<file path="config.mk">
export PLATFORM = sky130hd
export DESIGN_NAME = clk_en_gen_flat
export DESIGN_NICKNAME = d
export VERILOG_FILES = /design/src/rtl/clk_en_gen_pkg.sv /design/src/rtl/clk_en_gen_if.sv /design/src/rtl/clk_en_chan.sv /design/src/rtl/clk_en_gen.sv /design/src/flat_wrapper.sv
export SDC_FILE = /design/constraint.sdc
export NUM_CORES = 1
export LEC_CHECK = 0
export CORE_UTILIZATION = 28
export CTS_CLUSTER_SIZE = 28
export DETAILED_ROUTE_END_ITERATION = 8
export GPL_TIMING_DRIVEN = 0
export HOLD_SLACK_MARGIN = 0.1
export PLACE_DENSITY = 0.57
export SYNTH_ARGS = -nofsm -noshare
export SYNTH_HDL_FRONTEND = slang
export SYNTH_SLANG_ARGS = --single-unit
export TNS_END_PERCENT = 30
</file>
<file path="constraint.sdc">
create_clock -name clk -period 2.78 [get_ports clk]
set_clock_uncertainty 0.05 [all_clocks]
set_input_delay 0.417 -clock clk [delete_from_list [all_inputs] [get_ports clk]]
set_output_delay 0.417 -clock clk [all_outputs]
set_load 0.02 [all_outputs]
</file>
<file path="src/rtl/clk_en_gen_pkg.sv">
// rtl/clk_en_gen_pkg.sv - shared types and constants for the clock-enable generator
package clk_en_gen_pkg;

  typedef enum logic [1:0] {
    IDLE  = 2'd0,
    RUN   = 2'd1,
    DRAIN = 2'd2
  } chan_state_t;

  localparam int DEF_DIV_W   = 8;
  localparam int SYNC_STAGES = 2;

endpackage

</file>
<file path="src/rtl/clk_en_gen_if.sv">
// rtl/clk_en_gen_if.sv - request/divider/enable bundle between control block and generator
// active_o exists only when CLK_EN_GEN_STATUS_EN is defined.
interface clk_en_gen_if
  import clk_en_gen_pkg::*;
#(
  parameter int NUM_CH = 4,
  parameter int DIV_W  = DEF_DIV_W
);

  logic [NUM_CH-1:0]       req_i;
  logic [NUM_CH*DIV_W-1:0] div_i;
  logic [NUM_CH-1:0]       ce_o;
`ifdef CLK_EN_GEN_STATUS_EN
  logic [NUM_CH-1:0]       active_o;

  modport master (output req_i, output div_i, input ce_o, input active_o);
  modport slave  (input req_i, input div_i, output ce_o, output active_o);
`else
  modport master (output req_i, output div_i, input ce_o);
  modport slave  (input req_i, input div_i, output ce_o);
`endif

endinterface

</file>
<file path="src/rtl/clk_en_chan.sv">
// rtl/clk_en_chan.sv - one enable channel: optional synchroniser, polarity, FSM, divider counter
// o_active exists only when CLK_EN_GEN_STATUS_EN is defined.
module clk_en_chan
  import clk_en_gen_pkg::*;
#(
  parameter int DIV_W   = DEF_DIV_W,
  parameter bit ASYNC   = 1'b0,
  parameter bit REQ_INV = 1'b0
) (
  input  logic             clk,
  input  logic             reset_n,
  input  logic             i_req,
  input  logic [DIV_W-1:0] i_div,
`ifdef CLK_EN_GEN_STATUS_EN
  output logic             o_active,
`endif
  output logic             o_ce
);

  localparam logic [DIV_W-1:0] CNT_ONE = {{(DIV_W-1){1'b0}}, 1'b1};

  logic             w_req_s;
  logic             w_req_eff;
  logic             w_wrap;
  chan_state_t      r_state;
  logic [DIV_W-1:0] r_cnt;
  logic             r_ce;

  generate
    if (ASYNC) begin : g_sync
      logic [SYNC_STAGES-1:0] r_sync;
      always_ff @(posedge clk or negedge reset_n) begin
        if (!reset_n) r_sync <= '0;
        else          r_sync <= {r_sync[SYNC_STAGES-2:0], i_req};
      end
      assign w_req_s = r_sync[SYNC_STAGES-1];
    end else begin : g_direct
      assign w_req_s = i_req;
    end
  endgenerate

  // Inversion sits after the synchroniser so an inverted low pin runs straight out of reset.
  assign w_req_eff = w_req_s ^ REQ_INV;
  assign w_wrap    = (r_cnt == '0);

  always_ff @(posedge clk or negedge reset_n) begin
    if (!reset_n) begin
      r_state <= IDLE;
      r_cnt   <= '0;
      r_ce    <= 1'b0;
    end else begin
      case (r_state)
        IDLE: begin
          r_ce  <= 1'b0;
          r_cnt <= '0;
          if (w_req_eff) begin
            r_state <= RUN;
            r_cnt   <= i_div;
          end
        end
        RUN: begin
          r_ce  <= w_wrap;
          r_cnt <= w_wrap ? i_div : r_cnt - CNT_ONE;
          if (!w_req_eff) r_state <= DRAIN;
        end
        DRAIN: begin
          r_ce <= w_wrap;
          if (w_wrap) begin
            r_state <= w_req_eff ? RUN : IDLE;
            r_cnt   <= w_req_eff ? i_div : '0;
          end else begin
            r_cnt <= r_cnt - CNT_ONE;
            if (w_req_eff) r_state <= RUN;
          end
        end
        default: begin
          r_state <= IDLE;
          r_cnt   <= '0;
          r_ce    <= 1'b0;
        end
      endcase
    end
  end

  assign o_ce = r_ce;

`ifdef CLK_EN_GEN_STATUS_EN
  logic r_active;

  // Held through the final pulse cycle of DRAIN, dropped on the following edge.
  always_ff @(posedge clk or negedge reset_n) begin
    if (!reset_n) begin
      r_active <= 1'b0;
    end else begin
      case (r_state)
        IDLE:    r_active <= w_req_eff;
        RUN:     r_active <= 1'b1;
        DRAIN:   r_active <= 1'b1;
        default: r_active <= 1'b0;
      endcase
    end
  end

  assign o_active = r_active;
`endif

endmodule

</file>
<file path="src/rtl/clk_en_gen.sv">
// rtl/clk_en_gen.sv - multi-channel clock-enable generator top, one clk_en_chan per channel
// Optional status output active_o enabled by CLK_EN_GEN_STATUS_EN.
module clk_en_gen
  import clk_en_gen_pkg::*;
#(
  parameter int              NUM_CH       = 4,
  parameter int              DIV_W        = DEF_DIV_W,
  parameter logic [NUM_CH-1:0] ASYNC_MASK   = '0,
  parameter logic [NUM_CH-1:0] REQ_INV_MASK = '0
) (
  input  logic        clk,
  input  logic        reset_n,
  clk_en_gen_if.slave bus
);

  logic [NUM_CH-1:0] w_ce;
`ifdef CLK_EN_GEN_STATUS_EN
  logic [NUM_CH-1:0] w_active;
`endif

  generate
    for (genvar ch = 0; ch < NUM_CH; ch++) begin : g_ch
      clk_en_chan #(
        .DIV_W   (DIV_W),
        .ASYNC   (ASYNC_MASK[ch]),
        .REQ_INV (REQ_INV_MASK[ch])
      ) u_chan (
        .clk      (clk),
        .reset_n  (reset_n),
        .i_req    (bus.req_i[ch]),
        .i_div    (bus.div_i[ch*DIV_W +: DIV_W]),
`ifdef CLK_EN_GEN_STATUS_EN
        .o_active (w_active[ch]),
`endif
        .o_ce     (w_ce[ch])
      );
    end
  endgenerate

  assign bus.ce_o = w_ce;
`ifdef CLK_EN_GEN_STATUS_EN
  assign bus.active_o = w_active;
`endif

endmodule

</file>
<file path="src/flat_wrapper.sv">
// flat-port wrapper written by rule: the top's interface ports become plain ports
module clk_en_gen_flat import clk_en_gen_pkg::*;
#(
  parameter int              NUM_CH       = 4,
  parameter int              DIV_W        = DEF_DIV_W,
  parameter logic [NUM_CH-1:0] ASYNC_MASK   = '0,
  parameter logic [NUM_CH-1:0] REQ_INV_MASK = '0
)
  (clk, reset_n, bus_req_i, bus_div_i, bus_ce_o);
  clk_en_gen_if #(.NUM_CH(NUM_CH), .DIV_W(DIV_W)) bus_i ();
  input  logic clk;
  input  logic reset_n;
  input wire logic [$bits(bus_i.req_i)-1:0] bus_req_i;
  input wire logic [$bits(bus_i.div_i)-1:0] bus_div_i;
  output wire logic [$bits(bus_i.ce_o)-1:0] bus_ce_o;
  assign bus_i.req_i = bus_req_i;
  assign bus_i.div_i = bus_div_i;
  assign bus_ce_o = bus_i.ce_o;
  clk_en_gen #(.NUM_CH(NUM_CH), .DIV_W(DIV_W), .ASYNC_MASK(ASYNC_MASK), .REQ_INV_MASK(REQ_INV_MASK)) u_core (.clk(clk), .reset_n(reset_n), .bus(bus_i));
endmodule
</file>
* Word level (Yosys, flattened, before mapping)
Cells that the tools add are included.
Operators by class: add/subtract/negate cells 4, eq/ne operators 12, mux-type cells 40, reductions and logical operators 12
Operators by type and width (count):
- two-way mux 8 bit | 12
- case mux 8 bit (3 select lines) | 4
- logical NOT 8 bit | 4
- subtractor 8 x 1 -> 8 bit, second input constant | 4
- two-way mux 2 bit | 12
- case mux 2 bit (3 select lines) | 4
- equality test 2 x 1 -> 1 bit, second input constant | 4
- equality test 2 bit, second input constant | 4
- logical NOT 2 bit | 4
- two-way mux 1 bit | 8
- inequality test 2 bit, second input constant | 4
- OR reduction 2 bit | 4
Storage, ports and cells: flip-flop bits (word level) 44, input port bits 38, output and inout port bits 4, word-level logic and storage cells 80

* Logic depth before layout (Yosys ltp)
depth in word-level cells 3, gate-level depth with buffers 7, mapped depth without buffers 6

* Modules after synthesis
Synthesis repeated with hierarchy kept, for this count alone.
Second synthesis, totals: cell total of the unflattened synthesis 310, area total of the unflattened synthesis 2947.8 µm²
Modules (own cells, without submodules):
- clk_en_chan at u_core.g_ch[1].u_chan ... | instances 2, cells an instance 78, area an instance 739.5 µm², sequential area each 275.3 µm²
- clk_en_chan at u_core.g_ch[0].u_chan ... | instances 2, cells an instance 77, area an instance 734.5 µm², sequential area each 275.3 µm²

* Worst setup path after synthesis
No wires, ideal clock.
kind reg-to-reg, start point register u_core.g_ch[0].u_chan.r_cnt[2], end point register u_core.g_ch[0].u_chan.r_cnt[1], library setup time 87 ps, arrival 1828 ps, data required time 2643 ps, slack 815 ps, stages on the path, launching flop included 7, path buffers 2, clock period less this slack 1965 ps, cells stage by stage dfrtp_1 -> or4_1 -> buf_2 -> or3_1 -> buf_2 -> a21o_1 -> a211oi_2
On the way: longest elaborated chain between the ends 3, elaborated cells between the ends (all ways) 4, those cells by class mux (3); reduce/logical (1)
RTL lines:
- start, declared | RTL line clk_en_chan.sv:26 | logic [DIV_W-1:0] r_cnt;
- start signal, assigned | RTL line clk_en_chan.sv:58 | r_cnt <= i_div;
- start signal, assigned | RTL line clk_en_chan.sv:63 | r_cnt <= w_wrap ? i_div : r_cnt - CNT_ONE;
- start signal, assigned | RTL line clk_en_chan.sv:70 | r_cnt <= w_req_eff ? i_div : '0;
- logical NOT 8 bit (*) | RTL line clk_en_chan.sv:44 | assign w_wrap = (r_cnt == '0);
- two-way mux 8 bit, on equally long branches | RTL line clk_en_chan.sv:68, clk_en_chan.sv:63
- case mux 8 bit (3 select lines) (*) | RTL line clk_en_chan.sv:52 | case (r_state)
Every way passes the cells marked *; elsewhere a longest branch is shown, timed or not. A chain may end at the register's enable or synchronous reset.

* Worst setup path after layout
start point register u_core.g_ch[3].u_chan.r_cnt[3], end point register u_core.g_ch[3].u_chan.r_cnt[3]
On the way: longest elaborated chain between the ends 3, elaborated cells between the ends (all ways) 5, those cells by class add/sub (1); mux (3); reduce/logical (1)
RTL lines (RTL line):
- start, declared | clk_en_chan.sv:26
- start signal, assigned | clk_en_chan.sv:58
- start signal, assigned | clk_en_chan.sv:63
- start signal, assigned | clk_en_chan.sv:70
- subtractor 8 x 1 -> 8 bit or logical NOT 8 bit (tied branches) | clk_en_chan.sv:63, clk_en_chan.sv:72, clk_en_chan.sv:44
- two-way mux 8 bit, on equally long branches | clk_en_chan.sv:68, clk_en_chan.sv:63
- case mux 8 bit (3 select lines) (*) | clk_en_chan.sv:52
Marks and branches as above.

==> reports/results.tsv <==
metric	value	unit
Hold Crit Class	reg -> reg	
fin area	0.00364	mm^2
DR WL/cell	13.1	um
placed cell areas	0.00354	mm^2
period utilization	0.855	
Die Y	105	um
Layout Cells excl Fill	510	
count of input and output buffers	41	
GPL Wtd Cong	0.781	
core box area	0.0103	mm^2
largest net degree at the start of global routing	29	
first-pass GRT wire length	11700	um
Synth Flop Type	dfrtp_1	
Max Clk Rate	421	MHz
Inserted Diodes	0	
number of synthesized register bits	44	
placed insts	501	
Clock transition at path regs	0.09	ns
RSZ-0062 raised after global routing	false	
num rows	37	
setup bufs post-CTS	0	
WP data required	2.96	ns
outcome	finished, final reports clean	
Max stage delay on crit path	0.70	ns
maximum clock insertion buffer count	2	
clk root buf	clkbuf_8	
worst r2r path cells	4	
num ports	42	
Critical Path Sink Type	flip-flop	
Starting Density	0.287	
Async SR Flop Fraction	1.00	
syn_nets	385	
worst vdd ir	0.000256	V
vias	2634	
fin. max-slew vios	0	
CTS H-tree lvls	2	
Slowest-stage cell, CP	nor4_1	
EDFF count, synth	0	
GRT Total Usage	0.130	
hold slack	0.520	ns
Hold Fails Final Rpt	0	
DRT antenna net count	0	
Setup CP Type	reg -> reg	
commonest non-fill, non-tap cells in the layout	44 x dfrtp_1, 40 x clkdlybuf4s50_1, 25 x nand2_1	
syn avg cell area	9.12	um^2
critical path, cell by cell	nor4_1 -> nand3b_1 -> a211oi_1 -> o2bb2ai_1	
Pre-Repair DR Iteration Count	4	
clock sink total	44	
final setup margin	0.403	ns
DRT iter0 DRCs	97	
Mapped Area	0.00295	mm^2
Max Cap Viol	0	
CTS Hold Bufs	1	
register area share after synthesis	0.374	
Yosys cell types	51	
register area	0.00110	mm^2
actual transition at the worst max-transition pin	0.780	ns
synth warn	0	
chip width	105	um
share of layout cells above drive strength 1	0.0642	
final setup violating endpoints	0	
die area	0.0109	mm^2
PwrDens	1040	mW/mm^2
final wirelength	6700	um
hold path cells	2	
Leak Pwr	1.52	nW
Avg Vias per Cell	5.16	
clk_lat worst skew	0.30	ns
min Tclk post-route	2.38	ns
DP HPWL	5060	um
Filler Cells Inserted	1084	
Syn Inst Count	323	
headroom to the max-slew limit	0.475	
arrival time at the worst endpoint	2.55	ns
area occupied by multi-input gates	0.00170	mm^2
Post-CTS Resized	0	
TritonCTS clock tree	yes	
most common cell after layout, fill and taps aside	dfrtp_1	
nets@finish	435	
initial antenna violation count	0	
DRC viols	0	
Num CTS Buffers	5	
startpoint types	flip-flop	
post-place setup slack	0.394	ns
number of global-route vias before repair	2581	
GRT Residual Overflow	0	
synth-to-layout area growth	23.7	%
largest fanout on the critical path	6	
-- Yosys cell counts (all sizes together), types with 4 or more instances --
cell type	n	area [um^2]
nand3	9	45.0
o22ai	6	37.5
and3	4	25.0
or4	4	30.0
ha	24	300
clkbuf	5	18.8
o31ai	7	52.6
xnor2	12	105
nor3	9	45.0
and2	5	31.3
nor2b	4	25.0
inv	22	82.6
a221oi	5	43.8
xor2	5	43.8
or3	6	38.8
a21oi	15	75.1
o41ai	4	35.0
o2bb2ai	18	158
dfrtp	44	1100
o21ai	16	80.1
buf	6	40.0
nand2	25	93.8
nor2	24	90.1
nor3b	4	30.0
-- critical path, delay by kind of cell, from the launching register on --
kind,cells,cell delay [ns]
AND/OR/NAND/NOR,2,0.95
AO/OA/AOI/OAI,2,0.87
flip-flops,1,0.44
-- final cells by class --
class                      count  area share
clock buffer                   6      0.0227
multi-input combinational    246       0.468
timing repair buffer          43       0.119
tap                          136      0.0467
sequential                    44       0.302
clock inverter                 2     0.00275
inverter                      22      0.0227
buffer                        11      0.0161
-- power by group --
group	internal (mW)	leakage [nW]	switching (mW)	total [mW]
Sequential	0.900	0.571	0.251	1.15
Combinational	1.02	0.893	1.20	2.22
Clock	0.199	0.0510	0.239	0.438
-- sequential cells by signal (all words and copies together), names as in the netlist --
name                        flops
u_core.g_ch.u_chan.r_state      8
u_core.g_ch.u_chan.r_cnt       32
u_core.g_ch.u_chan.o_ce         4
-- metal layers --
| metal | wire, um | track usage | vias up | share of wire |
|---|---|---|---|---|
| li1 | - | - | 1285 | - |
| met1 | 3270 | 0.174 | 1288 | 0.49 |
| met2 | 3110 | 0.211 | 54 | 0.46 |
| met3 | 238 | 0.0243 | 7 | 0.036 |
| met4 | 83 | 0.0423 | 0 | 0.012 |
| met5 | 0 | 0 | - | 0 |
-- per-stage QoR --
step | power, mW | setup TNS, ns | util
3_5_place_dp | 3.38 | 0 | 0.345
2_1_floorplan | 2.84 | 0 | -
5_1_grt | 4.19 | 0 | 0.355
6_report | 3.81 | 0 | 0.355
4_1_cts | 3.83 | 0 | 0.355
3_3_place_gp | 3.33 | -8.06 | 0.343
-- final timing paths --
kind                                                     to  slack (ns)                           start
setup / recovery             u_core.g_ch[3].u_chan.r_cnt[3]        0.40  u_core.g_ch[3].u_chan.r_cnt[3]
hold / removal               u_core.g_ch[3].u_chan.r_cnt[7]        0.52  u_core.g_ch[3].u_chan.r_cnt[7]
setup reg to reg             u_core.g_ch[3].u_chan.r_cnt[3]        0.40  u_core.g_ch[3].u_chan.r_cnt[3]
hold reg to reg              u_core.g_ch[3].u_chan.r_cnt[7]        0.52  u_core.g_ch[3].u_chan.r_cnt[7]
max in group asynchronous    u_core.g_ch[2].u_chan.r_cnt[4]        1.63                         reset_n
min in group asynchronous  u_core.g_ch[1].u_chan.r_state[0]        0.55                         reset_n
-- kinds of logic (layout without fill, tap and decap cells) --
logic type	after synthesis	after routing	synth area share
multiplexers	2	2	0.00722
AO/OA/AOI/OAI	98	98	0.239
flip-flops	44	44	0.374
XOR/XNOR	17	17	0.0505
buffers and inverters	33	84	0.0480
adder cells (fa/ha/maj)	24	24	0.102
AND/OR/NAND/NOR	105	105	0.179
Note: power is estimated with default switching activity, not from simulation.
